`src/rtl/npu_axil_cfg_master_if.sv`:
```
// npu_axil_cfg_master_if: job command, AXI-Lite initiator channels and completion response
interface npu_axil_cfg_master_if #(
    parameter int AXI_ADDR_WIDTH = 12,
    parameter int AXI_DATA_WIDTH = 32
);
    logic                          cmd_valid;
    logic                          cmd_ready;
    logic [3:0]                    cmd_cluster_en;
    logic [15:0]                   cmd_pe_en;
    logic [AXI_DATA_WIDTH-1:0]     cmd_config;
    logic [AXI_DATA_WIDTH-1:0]     cmd_dim_m;
    logic [AXI_DATA_WIDTH-1:0]     cmd_dim_k;
    logic [AXI_DATA_WIDTH-1:0]     cmd_dim_n;
    logic [AXI_DATA_WIDTH-1:0]     cmd_addr_input;
    logic [AXI_DATA_WIDTH-1:0]     cmd_addr_weight;
    logic [AXI_DATA_WIDTH-1:0]     cmd_addr_output;
    logic [AXI_ADDR_WIDTH-1:0]     m_awaddr;
    logic                          m_awvalid;
    logic                          m_awready;
    logic [AXI_DATA_WIDTH-1:0]     m_wdata;
    logic [AXI_DATA_WIDTH/8-1:0]   m_wstrb;
    logic                          m_wvalid;
    logic                          m_wready;
    logic [1:0]                    m_bresp;
    logic                          m_bvalid;
    logic                          m_bready;
    logic [AXI_ADDR_WIDTH-1:0]     m_araddr;
    logic                          m_arvalid;
    logic                          m_arready;
    logic [AXI_DATA_WIDTH-1:0]     m_rdata;
    logic [1:0]                    m_rresp;
    logic                          m_rvalid;
    logic                          m_rready;
    logic                          rsp_valid;
    logic                          rsp_ready;
    logic [1:0]                    rsp_code;
    logic [AXI_DATA_WIDTH-1:0]     rsp_status;

    modport master (
        input  cmd_valid, cmd_cluster_en, cmd_pe_en, cmd_config, cmd_dim_m, cmd_dim_k, cmd_dim_n,
               cmd_addr_input, cmd_addr_weight, cmd_addr_output,
        output cmd_ready,
        output m_awaddr, m_awvalid, m_wdata, m_wstrb, m_wvalid, m_bready, m_araddr, m_arvalid, m_rready,
        input  m_awready, m_wready, m_bresp, m_bvalid, m_arready, m_rdata, m_rresp, m_rvalid,
        output rsp_valid, rsp_code, rsp_status,
        input  rsp_ready
    );

    modport slave (
        output cmd_valid, cmd_cluster_en, cmd_pe_en, cmd_config, cmd_dim_m, cmd_dim_k, cmd_dim_n,
               cmd_addr_input, cmd_addr_weight, cmd_addr_output,
        input  cmd_ready,
        input  m_awaddr, m_awvalid, m_wdata, m_wstrb, m_wvalid, m_bready, m_araddr, m_arvalid, m_rready,
        output m_awready, m_wready, m_bresp, m_bvalid, m_arready, m_rdata, m_rresp, m_rvalid,
        input  rsp_valid, rsp_code, rsp_status,
        output rsp_ready
    );
endinterface

```
`src/rtl/npu_axil_cfg_master.sv`:
```
// npu_axil_cfg_master: programs the NPU register block over AXI-Lite from one latched job, then polls for completion
module npu_axil_cfg_master #(
    parameter int AXI_ADDR_WIDTH = 12,
    parameter int AXI_DATA_WIDTH = 32,
    parameter int POLL_GAP       = 4,
    parameter int TIMEOUT_POLLS  = 1024
) (
    input  logic                  clk,
    input  logic                  rst,
    npu_axil_cfg_master_if.master bus,
    output logic                  busy_o
);
    localparam int AW = AXI_ADDR_WIDTH;
    localparam int DW = AXI_DATA_WIDTH;
    localparam int GW = $clog2(POLL_GAP + 1);
    localparam int PW = $clog2(TIMEOUT_POLLS + 1);
    localparam logic [GW-1:0] GAP_LAST = GW'(POLL_GAP - 1);
    localparam logic [PW-1:0] POLL_MAX = PW'(TIMEOUT_POLLS);

    typedef enum logic [2:0] {IDLE, WR_REQ, WR_RESP, GAP, RD_REQ, RD_RESP, RSP} state_e;

    state_e          state_q, state_d;
    logic [3:0]      idx_q, idx_d;
    logic            issued_q, issued_d;
    logic            awvalid_q, awvalid_d;
    logic            wvalid_q, wvalid_d;
    logic            arvalid_q, arvalid_d;
    logic [AW-1:0]   awaddr_q, awaddr_d;
    logic [DW-1:0]   wdata_q, wdata_d;
    logic [DW-1:0]   status_q, status_d;
    logic [1:0]      code_q, code_d;
    logic [GW-1:0]   gap_q, gap_d;
    logic [PW-1:0]   poll_q, poll_d;
    logic [PW-1:0]   poll_inc;
    logic [DW-1:0]   cfg_q [12];
    logic            cmd_fire;

    assign cmd_fire = state_q == IDLE && bus.cmd_valid;
    assign poll_inc = poll_q + 1'b1;

    // Setup register images in write order: CLUSTER_EN, PE_EN_0..3, CONFIG, DIM_M/K/N, ADDR_INPUT/WEIGHT/OUTPUT
    always_ff @(posedge clk) begin
        if (cmd_fire) begin
            cfg_q[0] <= DW'(bus.cmd_cluster_en);
            for (int i = 0; i < 4; i++) cfg_q[1+i] <= DW'(bus.cmd_pe_en[4*i +: 4]);
            cfg_q[5]  <= bus.cmd_config;
            cfg_q[6]  <= bus.cmd_dim_m;
            cfg_q[7]  <= bus.cmd_dim_k;
            cfg_q[8]  <= bus.cmd_dim_n;
            cfg_q[9]  <= bus.cmd_addr_input;
            cfg_q[10] <= bus.cmd_addr_weight;
            cfg_q[11] <= bus.cmd_addr_output;
        end
    end

    always_ff @(posedge clk) begin
        if (rst) begin
            state_q   <= IDLE;
            idx_q     <= '0;
            issued_q  <= 1'b0;
            awvalid_q <= 1'b0;
            wvalid_q  <= 1'b0;
            arvalid_q <= 1'b0;
            awaddr_q  <= '0;
            wdata_q   <= '0;
            status_q  <= '0;
            code_q    <= '0;
            gap_q     <= '0;
            poll_q    <= '0;
        end else begin
            state_q   <= state_d;
            idx_q     <= idx_d;
            issued_q  <= issued_d;
            awvalid_q <= awvalid_d;
            wvalid_q  <= wvalid_d;
            arvalid_q <= arvalid_d;
            awaddr_q  <= awaddr_d;
            wdata_q   <= wdata_d;
            status_q  <= status_d;
            code_q    <= code_d;
            gap_q     <= gap_d;
            poll_q    <= poll_d;
        end
    end

    always_comb begin
        state_d   = state_q;
        idx_d     = idx_q;
        issued_d  = issued_q;
        awvalid_d = awvalid_q;
        wvalid_d  = wvalid_q;
        arvalid_d = arvalid_q;
        awaddr_d  = awaddr_q;
        wdata_d   = wdata_q;
        status_d  = status_q;
        code_d    = code_q;
        gap_d     = gap_q;
        poll_d    = poll_q;
        case (state_q)
            IDLE: if (bus.cmd_valid) begin
                idx_d    = '0;
                issued_d = 1'b0;
                code_d   = '0;
                status_d = '0;
                state_d  = WR_REQ;
            end
            WR_REQ: if (!issued_q) begin
                issued_d  = 1'b1;
                awvalid_d = 1'b1;
                wvalid_d  = 1'b1;
                awaddr_d  = idx_q < 4'd12 ? AW'({idx_q, 2'b00}) + AW'(8) : '0;
                wdata_d   = idx_q < 4'd12 ? cfg_q[idx_q] : (idx_q == 4'd12 ? DW'(1) : DW'(2));
            end else begin
                awvalid_d = awvalid_q && !bus.m_awready;
                wvalid_d  = wvalid_q && !bus.m_wready;
                if (!awvalid_d && !wvalid_d) state_d = WR_RESP;
            end
            WR_RESP: if (bus.m_bvalid) begin
                if (bus.m_bresp != 2'b00) begin
                    code_d  = 2'd2;
                    state_d = RSP;
                end else if (idx_q < 4'd12) begin
                    idx_d    = idx_q + 4'd1;
                    issued_d = 1'b0;
                    state_d  = WR_REQ;
                end else if (idx_q == 4'd12) begin
                    poll_d  = '0;
                    gap_d   = '0;
                    state_d = GAP;
                end else begin
                    state_d = RSP;
                end
            end
            GAP: begin
                gap_d = gap_q + 1'b1;
                if (gap_q == GAP_LAST) begin
                    issued_d = 1'b0;
                    state_d  = RD_REQ;
                end
            end
            RD_REQ: if (!issued_q) begin
                issued_d  = 1'b1;
                arvalid_d = 1'b1;
            end else if (bus.m_arready) begin
                arvalid_d = 1'b0;
                state_d   = RD_RESP;
            end
            RD_RESP: if (bus.m_rvalid) begin
                if (bus.m_rresp != 2'b00) begin
                    code_d  = 2'd2;
                    state_d = RSP;
                end else begin
                    status_d = bus.m_rdata;
                    poll_d   = poll_inc;
                    // Error wins over done; both still finish with the CTRL clear write
                    if (bus.m_rdata[2] || bus.m_rdata[1]) begin
                        code_d   = bus.m_rdata[2] ? 2'd1 : 2'd0;
                        idx_d    = 4'd13;
                        issued_d = 1'b0;
                        state_d  = WR_REQ;
                    end else if (poll_inc == POLL_MAX) begin
                        code_d  = 2'd3;
                        state_d = RSP;
                    end else begin
                        gap_d   = '0;
                        state_d = GAP;
                    end
                end
            end
            RSP: if (bus.rsp_ready) state_d = IDLE;
            default: state_d = IDLE;
        endcase
    end

    assign bus.cmd_ready  = state_q == IDLE;
    assign bus.m_awaddr   = awaddr_q;
    assign bus.m_awvalid  = awvalid_q;
    assign bus.m_wdata    = wdata_q;
    assign bus.m_wstrb    = '1;
    assign bus.m_wvalid   = wvalid_q;
    assign bus.m_bready   = state_q == WR_RESP;
    assign bus.m_araddr   = arvalid_q ? AW'(4) : '0;
    assign bus.m_arvalid  = arvalid_q;
    assign bus.m_rready   = state_q == RD_RESP;
    assign bus.rsp_valid  = state_q == RSP;
    assign bus.rsp_code   = code_q;
    assign bus.rsp_status = status_q;
    assign busy_o         = state_q != IDLE;
endmodule

```
`src/flat_wrapper.sv`:
```
// flat-port wrapper written by rule: the top's interface ports become plain ports
module npu_axil_cfg_master_flat 
#(
    parameter int AXI_ADDR_WIDTH = 12,
    parameter int AXI_DATA_WIDTH = 32,
    parameter int POLL_GAP       = 4,
    parameter int TIMEOUT_POLLS  = 1024
)
  (clk, rst, busy_o, bus_cmd_valid, bus_cmd_cluster_en, bus_cmd_pe_en, bus_cmd_config, bus_cmd_dim_m, bus_cmd_dim_k, bus_cmd_dim_n, bus_cmd_addr_input, bus_cmd_addr_weight, bus_cmd_addr_output, bus_cmd_ready, bus_m_awaddr, bus_m_awvalid, bus_m_wdata, bus_m_wstrb, bus_m_wvalid, bus_m_bready, bus_m_araddr, bus_m_arvalid, bus_m_rready, bus_m_awready, bus_m_wready, bus_m_bresp, bus_m_bvalid, bus_m_arready, bus_m_rdata, bus_m_rresp, bus_m_rvalid, bus_rsp_valid, bus_rsp_code, bus_rsp_status, bus_rsp_ready);
  npu_axil_cfg_master_if #(.AXI_ADDR_WIDTH(AXI_ADDR_WIDTH), .AXI_DATA_WIDTH(AXI_DATA_WIDTH)) bus_i ();
  input  logic clk;
  input  logic rst;
  output logic busy_o;
  input wire logic [$bits(bus_i.cmd_valid)-1:0] bus_cmd_valid;
  input wire logic [$bits(bus_i.cmd_cluster_en)-1:0] bus_cmd_cluster_en;
  input wire logic [$bits(bus_i.cmd_pe_en)-1:0] bus_cmd_pe_en;
  input wire logic [$bits(bus_i.cmd_config)-1:0] bus_cmd_config;
  input wire logic [$bits(bus_i.cmd_dim_m)-1:0] bus_cmd_dim_m;
  input wire logic [$bits(bus_i.cmd_dim_k)-1:0] bus_cmd_dim_k;
  input wire logic [$bits(bus_i.cmd_dim_n)-1:0] bus_cmd_dim_n;
  input wire logic [$bits(bus_i.cmd_addr_input)-1:0] bus_cmd_addr_input;
  input wire logic [$bits(bus_i.cmd_addr_weight)-1:0] bus_cmd_addr_weight;
  input wire logic [$bits(bus_i.cmd_addr_output)-1:0] bus_cmd_addr_output;
  output wire logic [$bits(bus_i.cmd_ready)-1:0] bus_cmd_ready;
  output wire logic [$bits(bus_i.m_awaddr)-1:0] bus_m_awaddr;
  output wire logic [$bits(bus_i.m_awvalid)-1:0] bus_m_awvalid;
  output wire logic [$bits(bus_i.m_wdata)-1:0] bus_m_wdata;
  output wire logic [$bits(bus_i.m_wstrb)-1:0] bus_m_wstrb;
  output wire logic [$bits(bus_i.m_wvalid)-1:0] bus_m_wvalid;
  output wire logic [$bits(bus_i.m_bready)-1:0] bus_m_bready;
  output wire logic [$bits(bus_i.m_araddr)-1:0] bus_m_araddr;
  output wire logic [$bits(bus_i.m_arvalid)-1:0] bus_m_arvalid;
  output wire logic [$bits(bus_i.m_rready)-1:0] bus_m_rready;
  input wire logic [$bits(bus_i.m_awready)-1:0] bus_m_awready;
  input wire logic [$bits(bus_i.m_wready)-1:0] bus_m_wready;
  input wire logic [$bits(bus_i.m_bresp)-1:0] bus_m_bresp;
  input wire logic [$bits(bus_i.m_bvalid)-1:0] bus_m_bvalid;
  input wire logic [$bits(bus_i.m_arready)-1:0] bus_m_arready;
  input wire logic [$bits(bus_i.m_rdata)-1:0] bus_m_rdata;
  input wire logic [$bits(bus_i.m_rresp)-1:0] bus_m_rresp;
  input wire logic [$bits(bus_i.m_rvalid)-1:0] bus_m_rvalid;
  output wire logic [$bits(bus_i.rsp_valid)-1:0] bus_rsp_valid;
  output wire logic [$bits(bus_i.rsp_code)-1:0] bus_rsp_code;
  output wire logic [$bits(bus_i.rsp_status)-1:0] bus_rsp_status;
  input wire logic [$bits(bus_i.rsp_ready)-1:0] bus_rsp_ready;
  assign bus_i.cmd_valid = bus_cmd_valid;
  assign bus_i.cmd_cluster_en = bus_cmd_cluster_en;
  assign bus_i.cmd_pe_en = bus_cmd_pe_en;
  assign bus_i.cmd_config = bus_cmd_config;
  assign bus_i.cmd_dim_m = bus_cmd_dim_m;
  assign bus_i.cmd_dim_k = bus_cmd_dim_k;
  assign bus_i.cmd_dim_n = bus_cmd_dim_n;
  assign bus_i.cmd_addr_input = bus_cmd_addr_input;
  assign bus_i.cmd_addr_weight = bus_cmd_addr_weight;
  assign bus_i.cmd_addr_output = bus_cmd_addr_output;
  assign bus_cmd_ready = bus_i.cmd_ready;
  assign bus_m_awaddr = bus_i.m_awaddr;
  assign bus_m_awvalid = bus_i.m_awvalid;
  assign bus_m_wdata = bus_i.m_wdata;
  assign bus_m_wstrb = bus_i.m_wstrb;
  assign bus_m_wvalid = bus_i.m_wvalid;
  assign bus_m_bready = bus_i.m_bready;
  assign bus_m_araddr = bus_i.m_araddr;
  assign bus_m_arvalid = bus_i.m_arvalid;
  assign bus_m_rready = bus_i.m_rready;
  assign bus_i.m_awready = bus_m_awready;
  assign bus_i.m_wready = bus_m_wready;
  assign bus_i.m_bresp = bus_m_bresp;
  assign bus_i.m_bvalid = bus_m_bvalid;
  assign bus_i.m_arready = bus_m_arready;
  assign bus_i.m_rdata = bus_m_rdata;
  assign bus_i.m_rresp = bus_m_rresp;
  assign bus_i.m_rvalid = bus_m_rvalid;
  assign bus_rsp_valid = bus_i.rsp_valid;
  assign bus_rsp_code = bus_i.rsp_code;
  assign bus_rsp_status = bus_i.rsp_status;
  assign bus_i.rsp_ready = bus_rsp_ready;
  npu_axil_cfg_master #(.AXI_ADDR_WIDTH(AXI_ADDR_WIDTH), .AXI_DATA_WIDTH(AXI_DATA_WIDTH), .POLL_GAP(POLL_GAP), .TIMEOUT_POLLS(TIMEOUT_POLLS)) u_core (.clk(clk), .rst(rst), .bus(bus_i), .busy_o(busy_o));
endmodule
```
`config.mk`:
```
export PLATFORM = sky130hd
export DESIGN_NAME = npu_axil_cfg_master_flat
export DESIGN_NICKNAME = d
export VERILOG_FILES = /design/src/rtl/npu_axil_cfg_master_if.sv /design/src/rtl/npu_axil_cfg_master.sv /design/src/flat_wrapper.sv
export SDC_FILE = /design/constraint.sdc
export NUM_CORES = 1
export LEC_CHECK = 0
export BUFFER_PORTS_ARGS = -buffer_cell sky130_fd_sc_hd__buf_4
export CORE_MARGIN = 2
export CORE_UTILIZATION = 28
export CTS_BUF_LIST = sky130_fd_sc_hd__clkbuf_4
export DETAILED_ROUTE_END_ITERATION = 10
export GPL_TIMING_DRIVEN = 1
export SKIP_CTS_REPAIR_TIMING = 1
export SYNTH_ARGS = -nofsm -noshare
export SYNTH_HDL_FRONTEND = slang
export SYNTH_SLANG_ARGS = --single-unit
```
`constraint.sdc`:
```
create_clock -name clk -period 10.9 [get_ports clk]
set_clock_uncertainty 0.2 [all_clocks]
set_input_delay 3.27 -clock clk [delete_from_list [all_inputs] [get_ports clk]]
set_output_delay 3.27 -clock clk [all_outputs]
set_load 0.05 [all_outputs]
```
==> results.sh, run 1 <==
export IMPL_insertion_delay_ns=0.81
export IMPL_die_h_um=226
export IMPL_min_path_type="flop to flop"
export IMPL_grt_pass1_wl_mm=55.6
export IMPL_grt_max_degree=68
export IMPL_cts_made_buffers=92
export IMPL_synth_top_area_frac=0.531
export IMPL_netlist_area_mm2=0.0138
export IMPL_cp_max_fo=13
export IMPL_cts_tree="built"
export IMPL_fillers=4625
export IMPL_power_density_mw_per_mm2=213
export IMPL_p_switching_uw=1210
export IMPL_cts_clk_slew_worst_paths_ns=0.07
export IMPL_drt_iter0_markers=528
export IMPL_min_period_over_period=0.542
export IMPL_vias=9679
export IMPL_hpwl_mm=25.9
export IMPL_r2r_setup_slack_ns=6.66
export IMPL_avgSynthCellArea_um2=13.8
export IMPL_fin_nets=1695
export IMPL_cp_required_ns=7.43
export IMPL_drive_above_1_share=0.420
export IMPL_detail_route_antenna_nets=0
export IMPL_p_clk_frac=0.297
export IMPL_place_congestion=0.805
export IMPL_yosys_area_top_type="edfxtp_1"
export IMPL_seq_area_frac_synth=0.676
export IMPL_hold_viol=0
export IMPL_setup_viol=0
export IMPL_die_x_um=226
export IMPL_gr_total_overflow=0
export IMPL_io_pins=391
export IMPL_tightest_slew_ns=1.27
export IMPL_yosysMostFrequentCell="edfxtp_1"
export IMPL_ir_worst_vdd_mv=0.146
export IMPL_wire_per_inst_um=17.6
export IMPL_synth_distinct_cells=65
export IMPL_dp_cells=1969
export IMPL_end_kind="output port"
export IMPL_wl_mm=37.7
export IMPL_synth_edff_count=244
export IMPL_root_buffer="clkbuf_4"
export IMPL_ys_flop_type="edfxtp_1"
export IMPL_sw_frac_of_total=0.310
export IMPL_instances_no_fill=2140
export IMPL_maxCapViolCount=0
export IMPL_synth_common_cells="edfxtp_1, dfxtp_1, nand2_1"
export IMPL_yosysWarningCount=0
export IMPL_vias_per_cell=4.52
export IMPL_core_area_mm2=0.0487
export IMPL_cp_start_kind="flop"
export IMPL_finalMaxSlewViolations=0
export IMPL_dieArea_mm2=0.0510
export IMPL_clock_path_buffers=3
export IMPL_internal_power_uw=2690
export IMPL_grt_usage=0.146
export IMPL_start_util=0.283
export IMPL_synth_seq_cells=344
export IMPL_synth_area_leaders="edfxtp_1, dfxtp_1, mux4_2"
export IMPL_syn_inst=996
export IMPL_critPathKind="flop to output port"
export IMPL_std_cell_rows=81
export IMPL_worst_slew_margin_rel=0.155
export IMPL_setup_tns_ns=0
export IMPL_port_buffers=368
export IMPL_rsz0062_at_grt="no"
export IMPL_async_reset_ff_frac=0
export IMPL_htreeDepth=3
export IMPL_status="finished, final reports clean"
export IMPL_cts_sinks=344
export IMPL_syn_to_final_growth_pct=32.6
export IMPL_critPathArrivalTime_ns=2.44
export IMPL_grt_pass1_vias=9961
export IMPL_p_leak_uw=0.00680
export IMPL_timing_fmax_ghz=0.169
export IMPL_period_minus_slack_ns=5.91
export IMPL_p_seq_frac=0.477
export IMPL_p_comb_frac=0.226
export IMPL_antenna_found_initial=2
export IMPL_drc_errors=0
export IMPL_drtPass1Iterations=5
## placed cells by master, fill, tap and decap left out, drive strengths merged, types with 42 or more instances in the layout
| cell | count |
|---|---|
| a21oi | 63 |
| buf | 379 |
| o21ai | 52 |
| edfxtp | 244 |
| a22oi | 60 |
| dfxtp | 100 |
| clkbuf | 138 |
| nand3 | 42 |
| nor2 | 67 |
| nand2 | 86 |
## final timing paths
check                      startpoint                       end  cells past startpoint
max                 u_core.state_q[1]              bus_m_bready                      3
min          u_core.bus.rsp_status[6]  u_core.bus.rsp_status[6]                      2
max reg2reg         u_core.state_q[0]        u_core.cfg_q[6][2]                      4
min reg2reg  u_core.bus.rsp_status[6]  u_core.bus.rsp_status[6]                      2
## worst max-delay path, cell delays in order (launching register included)
cell     delay [ns]
dfxtp_1        0.58
or3b_1         0.57
inv_1          0.24
buf_4          0.24
## power by group through the flow
stage          clock network (uW)  logic (uW)  registers [uW]
2_1_floorplan                   0         592            1950
3_3_place_gp                    0         882            1880
3_5_place_dp                    0         892            1890
4_1_cts                      1210         894            1860
5_1_grt                      1280         954            1890
6_report                     1160         879            1860
## per-layer routing
layer	track usage	wire, um	vias up
li1	-	-	4597
met1	0.162	14300	4649
met2	0.249	19100	379
met3	0.0583	3540	54
met4	0.0570	800	0
met5	0	0	-
## cell families (layout without fill, tap and decap cells)
logic type      after synthesis  after routing  share of synthesized area
flops                       344            344                      0.676
simple gates                244            244                     0.0837
compound gates              217            217                     0.0983
buf+inv                     107            562                     0.0414
mux                          75             75                     0.0933
fa+ha+maj                     7              7                    0.00635
other cells                   2             27                   0.000545
## stage by stage
step	worst slack (ns)	instance area (um2)	utilization	total power [uW]	hold WS, ns
floorplan	0.645	13900	-	2540	0.258
CTS	4.90	18300	0.375	3970	0.254
global route	4.78	18300	0.375	4120	0.271
global placement	4.64	17100	0.350	2760	0.241
detailed placement	4.54	17100	0.350	2780	0.246
finish	4.99	18300	0.375	3900	0.252
## state kept, by name, indices dropped and copies added (netlist names), named ones only
signal	count
u_core.state_q	3
u_core.bus.m_wdata	32
u_core.bus.rsp_status	32
u_core.bus.m_awaddr	5
u_core.bus.m_arvalid	1
u_core.gap_q	3
u_core.cfg_q	244
u_core.bus.m_awvalid	1
u_core.poll_q	11
u_core.idx_q	4
u_core.issued_q	1
u_core.bus.rsp_code	2
u_core.bus.m_wvalid	1
## cell type report
cell class,count,area [um2],area share
antenna,5,12.5,0.000684
clock buffer,138,1040,0.0567
timing repair buffer,379,2850,0.156
clock inverter,28,179,0.00978
tap,664,831,0.0454
sequential,344,9340,0.511
inverter,17,63.8,0.00349
multi-input combinational,565,3980,0.218
No activity file was read; power rests on OpenSTA's default activity.
==> inputs of run 2 (changes only) <==
ABC_AREA = 1   (was default)
clock period = 5.5 ns   (was 10.9 ns; I/O delays follow)
==> run 2 against run 1 <==
Against the previous run:
- setup slack worse by 3.3 ns
- power up 100%
- sequential cell count unchanged
- combinational power up 120%
- cell count up 13%
- sequential share of layout area down 0.15 points
- wire length up 9.6%
- non-clock buffer count down 2
- critical path depth up 1
- clock power up 92%
- worst hold slack worse by 0.0013 ns
- sequential power up 99%
- critical path type unchanged
- critical endpoint unchanged
- largest cell class unchanged
- largest power group unchanged
==> results.sh, run 2 <==
export IMPL_gr_total_overflow=0
export IMPL_min_period_over_period=0.696
export IMPL_start_util=0.284
export IMPL_dieArea_mm2=0.0514
export IMPL_cts_made_buffers=93
export IMPL_final_cell_mix="buf_4, edfxtp_1, nand2_1, nor2_1, clkbuf_4"
export IMPL_cts_clk_slew_worst_paths_ns=0.07
export IMPL_worst_slew_margin_rel=0.321
export IMPL_critPathKind="flop to output port"
export IMPL_synth_simple_area_share=0.151
export IMPL_vias=11146
export IMPL_ir_worst_vdd_mv=0.191
export IMPL_vias_per_cell=4.61
export IMPL_cts_sinks=344
export IMPL_avgSynthCellArea_um2=10.7
export IMPL_min_path_type="flop to flop"
export IMPL_std_cell_rows=81
export IMPL_synth_xor_xnor_area_share=0.00126
export IMPL_r2r_setup_slack_ns=2.45
export IMPL_grt_usage=0.157
export IMPL_drive_above_1_share=0.320
export IMPL_yosysMostFrequentCell="edfxtp_1"
export IMPL_crit_start="u_core.state_q[2]"
export IMPL_syn_inst=1294
export IMPL_synth_seq_cells=344
export IMPL_setup_ws_ns=1.67
export IMPL_detail_route_antenna_nets=0
export IMPL_synth_mux_area_frac=0
export IMPL_finalMaxSlewViolations=0
export IMPL_place_congestion=0.799
export IMPL_max_flop_register="u_core.cfg_q"
export IMPL_synth_compound_area_frac=0.121
export IMPL_max_stage_delay_ns=0.48
export IMPL_insertion_delay_ns=0.82
export IMPL_synthAdderAreaFrac=0.00630
export IMPL_grt_pass1_wl_mm=61.1
export IMPL_crit_chain="clkinv_1 -> nand3_2 -> inv_2 -> buf_4"
export IMPL_rsz0062_at_grt="no"
export IMPL_timing_fmax_ghz=0.261
export IMPL_critPathArrivalTime_ns=1.98
export IMPL_setup_viol=0
export IMPL_hpwl_mm=27.1
export IMPL_synth_area_leaders="edfxtp_1, dfxtp_1, nand2_1"
export IMPL_grt_max_degree=132
export IMPL_core_area_mm2=0.0490
export IMPL_p_leak_uw=0.00717
export IMPL_root_buffer="clkbuf_4"
export IMPL_grt_pass1_vias=11250
export IMPL_synth_edff_count=244
export IMPL_cts_tree="built"
export IMPL_power_density_mw_per_mm2=430
export IMPL_netlist_area_mm2=0.0139
export IMPL_status="finished, final reports clean"
export IMPL_critPathBufInv=3
export IMPL_cp_max_fo=8
export IMPL_maxCapViolCount=0
export IMPL_dp_slack_ns=1.61
export IMPL_htreeDepth=3
export IMPL_syn_to_final_growth_pct=31.9
export IMPL_whs_ns=0.250
export IMPL_cp_start_kind="flop"
export IMPL_yosysWarningCount=0
export IMPL_period_minus_slack_ns=3.83
export IMPL_async_reset_ff_frac=0
export IMPL_synth_distinct_cells=42
export IMPL_wire_per_inst_um=17.1
export IMPL_end_kind="output port"
export IMPL_synth_top_family_by_area="simple AND/OR/NAND/NOR gates"
export IMPL_drt_iter0_markers=603
export IMPL_antenna_found_initial=3
export IMPL_die_h_um=227
export IMPL_ys_flop_type="edfxtp_1"
export IMPL_hold_viol=0
export IMPL_drc_errors=0
export IMPL_io_pins=391
export IMPL_port_buffers=368
export IMPL_synth_top_area_frac=0.527
export IMPL_place_area_mm2=0.0172
export IMPL_tightest_slew_ns=1.02
export IMPL_clock_path_buffers=3
export IMPL_cp_top_family="buffers and inverters"
export IMPL_rr_endpoint="u_core.bus.m_wdata[0]"
export IMPL_yosys_area_top_type="edfxtp_1"
export IMPL_path_depth=4
export IMPL_crit_end="bus_m_bready"
export IMPL_cp_required_ns=3.65
export IMPL_die_x_um=227
export IMPL_largest_register_ffs=244
export IMPL_drtPass1Iterations=5
export IMPL_fin_nets=1981
export IMPL_wl_mm=41.3
export IMPL_cp_slowest_cell="dfxtp_1"
export IMPL_finalInstanceArea_mm2=0.0183
export IMPL_seq_area_frac_synth=0.671
export IMPL_r2r_cells=6
export IMPL_final_common_cell="buf_4"
export IMPL_synth_common_cells="edfxtp_1, nand2_1, nor2_1"
==> run 2: how the worst min path moves through the flow <==
stage,start,to,cells after the start,slack (ns)
floorplan,u_core.gap_q[2],u_core.gap_q[2],2,0.25
global placement,u_core.bus.m_awaddr[6],u_core.bus.m_awaddr[6],2,0.24
detailed placement,u_core.bus.m_awaddr[6],u_core.bus.m_awaddr[6],2,0.24
CTS,u_core.bus.m_awaddr[6],u_core.bus.m_awaddr[6],2,0.25
global route,u_core.bus.rsp_status[11],u_core.bus.rsp_status[11],2,0.28
finish,u_core.bus.m_awaddr[6],u_core.bus.m_awaddr[6],2,0.25
==> run 2: cell type report <==
cell class | count | area (um2)
Inverter | 46 | 189
Tap cell | 664 | 831
Clock buffer | 137 | 1030
Clock inverter | 24 | 133
Antenna cell | 1 | 2.50
Fill cell | 4906 | 30600
Timing Repair Buffer | 377 | 2860
Sequential cell | 344 | 9340
Multi-Input combinational cell | 823 | 3960
==> run 2: tightest hold or removal path: cells and delay by family, from the launching register on <==
kind / cells / cell delay (ns)
and+or+nand+nor: 2 / 0.10
DFF: 1 / 0.31
==> run 2: kinds of logic (layout without fill, tap and decap cells) <==
kind of cell | Yosys count | in the layout
other cells | 2 | 23
buf+inv | 147 | 584
fa+ha+maj | 7 | 7
compound gates | 300 | 300
simple gates | 492 | 492
xor+xnor | 2 | 2
flops | 344 | 344
==> run 2: metrics by stage <==
step	utilization	setup TNS, ns	std cells	total power (uW)
after floorplan	-	-90.42	1314	5070
after global placement	0.351	0	2254	5700
after detailed placement	0.351	0	2254	5740
after CTS	0.375	0	2415	8020
after global routing	0.375	0	2416	8360
final	0.375	0	2416	7880
==> run 2: per-layer routing <==
layer,vias up,track usage,share of wire
met5,-,0,0.00068
met4,4,0.0772,0.030
met3,74,0.0625,0.10
met2,460,0.260,0.48
met1,5225,0.176,0.39
li1,5383,-,-
==> run 2: report_power, final <==
| part | internal, uW | total, uW | switching, uW | leakage (uW) |
|---|---|---|---|---|
| registers | 3470 | 3710 | 235 | 0.00314 |
| clock network | 1180 | 2230 | 1050 | 0.000705 |
| logic | 529 | 1940 | 1410 | 0.00332 |
==> inputs of run 3 (changes only) <==
ABC_AREA = 0   (was 1)
clock period = 3.9 ns   (was 5.5 ns; I/O delays follow)
==> run 3 against run 2 <==
Against the previous run:
- die area fell by 0.75%
- setup slack got worse by 1.5 ns
- via count fell by 12%
- critical endpoint unchanged
- largest power group unchanged
- highest routed layer is now met4
==> results.sh, run 3 (same netlist as run 1, synthesis figures left out) <==
export IMPL_final_common_cell="buf_4"
export IMPL_cp_required_ns=2.53
export IMPL_drt_iter0_markers=657
export IMPL_power_density_mw_per_mm2=603
export IMPL_grt_usage=0.149
export IMPL_r2r_setup_slack_ns=1.09
export IMPL_period_minus_slack_ns=3.69
export IMPL_max_flop_register="u_core.cfg_q"
export IMPL_drtPass1Iterations=5
export IMPL_largest_register_ffs=244
export IMPL_root_buffer="clkbuf_4"
export IMPL_detail_route_antenna_nets=0
export IMPL_p_seq_frac=0.464
export IMPL_place_congestion=0.813
export IMPL_die_h_um=226
export IMPL_fin_nets=1706
export IMPL_setup_tns_ns=0
export IMPL_vias_per_cell=4.54
export IMPL_cts_tree="built"
export IMPL_drive_above_1_share=0.433
export IMPL_p_switching_uw=3450
export IMPL_end_kind="output port"
export IMPL_ir_worst_vdd_mv=0.328
export IMPL_whs_ns=0.250
export IMPL_htreeDepth=3
export IMPL_p_clk_frac=0.304
export IMPL_grt_pass1_wl_mm=56.4
export IMPL_cts_clk_slew_worst_paths_ns=0.06
export IMPL_critPathArrivalTime_ns=2.32
export IMPL_cp_start_kind="flop"
export IMPL_drc_errors=0
export IMPL_insertion_delay_ns=0.83
export IMPL_cp_max_fo=12
export IMPL_syn_to_final_growth_pct=33.8
export IMPL_p_leak_uw=0.00690
export IMPL_critPathKind="flop to output port"
export IMPL_final_cell_mix="buf_4, edfxtp_1, clkbuf_4, dfxtp_1, nand2_1"
export IMPL_internal_power_uw=7680
export IMPL_worst_slew_margin_rel=0.184
export IMPL_min_period_over_period=0.947
export IMPL_cts_sinks=344
export IMPL_core_area_mm2=0.0487
export IMPL_rr_endpoint="u_core.poll_q[5]"
export IMPL_min_path_type="flop to flop"
export IMPL_std_cell_rows=81
export IMPL_p_comb_frac=0.232
export IMPL_tightest_slew_ns=1.21
export IMPL_clock_path_buffers=3
export IMPL_grt_pass1_vias=9951
export IMPL_cts_made_buffers=95
export IMPL_hold_viol=0
export IMPL_antenna_found_initial=2
export IMPL_grt_max_degree=78
export IMPL_final_util=0.379
export IMPL_finalMaxSlewViolations=0
export IMPL_rsz0062_at_grt="no"
export IMPL_io_pins=391
export IMPL_fillers=4695
export IMPL_die_x_um=226
export IMPL_crit_end="bus_m_bready"
export IMPL_setup_viol=0
export IMPL_wire_per_inst_um=17.8
export IMPL_crit_start="u_core.state_q[2]"
export IMPL_wl_mm=38.5
export IMPL_r2r_cells=5
export IMPL_sw_frac_of_total=0.310
export IMPL_vias=9777
export IMPL_gr_total_overflow=0
export IMPL_dieArea_mm2=0.0510
export IMPL_status="finished, final reports clean"
export IMPL_timing_fmax_ghz=0.271
export IMPL_hpwl_mm=26.4
export IMPL_port_buffers=368
export IMPL_rr_startpoint="u_core.state_q[2]"
export IMPL_start_util=0.283
export IMPL_maxCapViolCount=0
run 3: cell count changes in the layout (fill, tap and decap cells not counted), sizes merged, moves of 33 or more:
cell / delta
nand3: -75
mux4: +40
a21oi: -33
nand2: -127
o21ai: -96
a22oi: +60
nor2: -80
run 3: cell type report:
cell class / count / area, um2 / share of cell area
clock buffers: 148 / 1110 / 0.0602
diodes: 5 / 12.5 / 0.000678
well taps: 664 / 831 / 0.0450
inverters: 17 / 63.8 / 0.00346
multi-input cells: 565 / 4000 / 0.217
repair buffers: 387 / 2930 / 0.159
clock inverters: 25 / 170 / 0.00922
flip-flops and latches: 344 / 9340 / 0.506
run 3: power groups by stage:
| stage | Clock, uW | Combinational (uW) | Sequential, uW |
|---|---|---|---|
| 2_1_floorplan | 0 | 1670 | 5270 |
| 6_report | 3380 | 2580 | 5160 |
| 5_1_grt | 3720 | 2810 | 5240 |
| 3_3_place_gp | 0 | 2600 | 5220 |
| 3_5_place_dp | 0 | 2630 | 5250 |
| 4_1_cts | 3530 | 2640 | 5180 |
run 3: metal layers:
| layer | GRT usage | wire length [um] | vias up |
|---|---|---|---|
| li1 | - | - | 4633 |
| met5 | 0 | 0 | - |
| met4 | 0.0579 | 810 | 0 |
| met3 | 0.0641 | 3690 | 55 |
| met2 | 0.247 | 18900 | 446 |
| met1 | 0.169 | 15100 | 4643 |
run 3: worst min-delay path by stage:
| stage | start | end | slack, ns | cells past startpoint |
|---|---|---|---|---|
| after CTS | bus_cmd_dim_m[23] | u_core.cfg_q[6][23] | 0.18 | 1 |
| final | u_core.bus.rsp_status[14] | u_core.bus.rsp_status[14] | 0.25 | 2 |
| after global routing | bus_cmd_dim_m[23] | u_core.cfg_q[6][23] | 0.18 | 1 |
| after detailed placement | u_core.bus.rsp_status[24] | u_core.bus.rsp_status[24] | 0.24 | 2 |
| after global placement | u_core.bus.rsp_status[14] | u_core.bus.rsp_status[14] | 0.24 | 2 |
| after floorplan | u_core.gap_q[1] | u_core.gap_q[1] | 0.26 | 2 |
run 3: critical path: stages, from the launching register on:
cell and delay, ns:
dfxtp_1 0.46, or3b_1 0.59, inv_1 0.21, buf_4 0.24
run 3: metrics by stage:
stage / instance area (um2) / std cells / total power (uW) / setup slack (ns)
after CTS: 18400 / 2150 / 11300 / 0.00361
after global placement: 17200 / 1977 / 7820 / 0.725
after global routing: 18500 / 2155 / 11800 / 0.0247
after floorplan: 13900 / 1016 / 6940 / -0.0279
final: 18500 / 2155 / 11100 / 0.208
after detailed placement: 17200 / 1977 / 7890 / 0.570
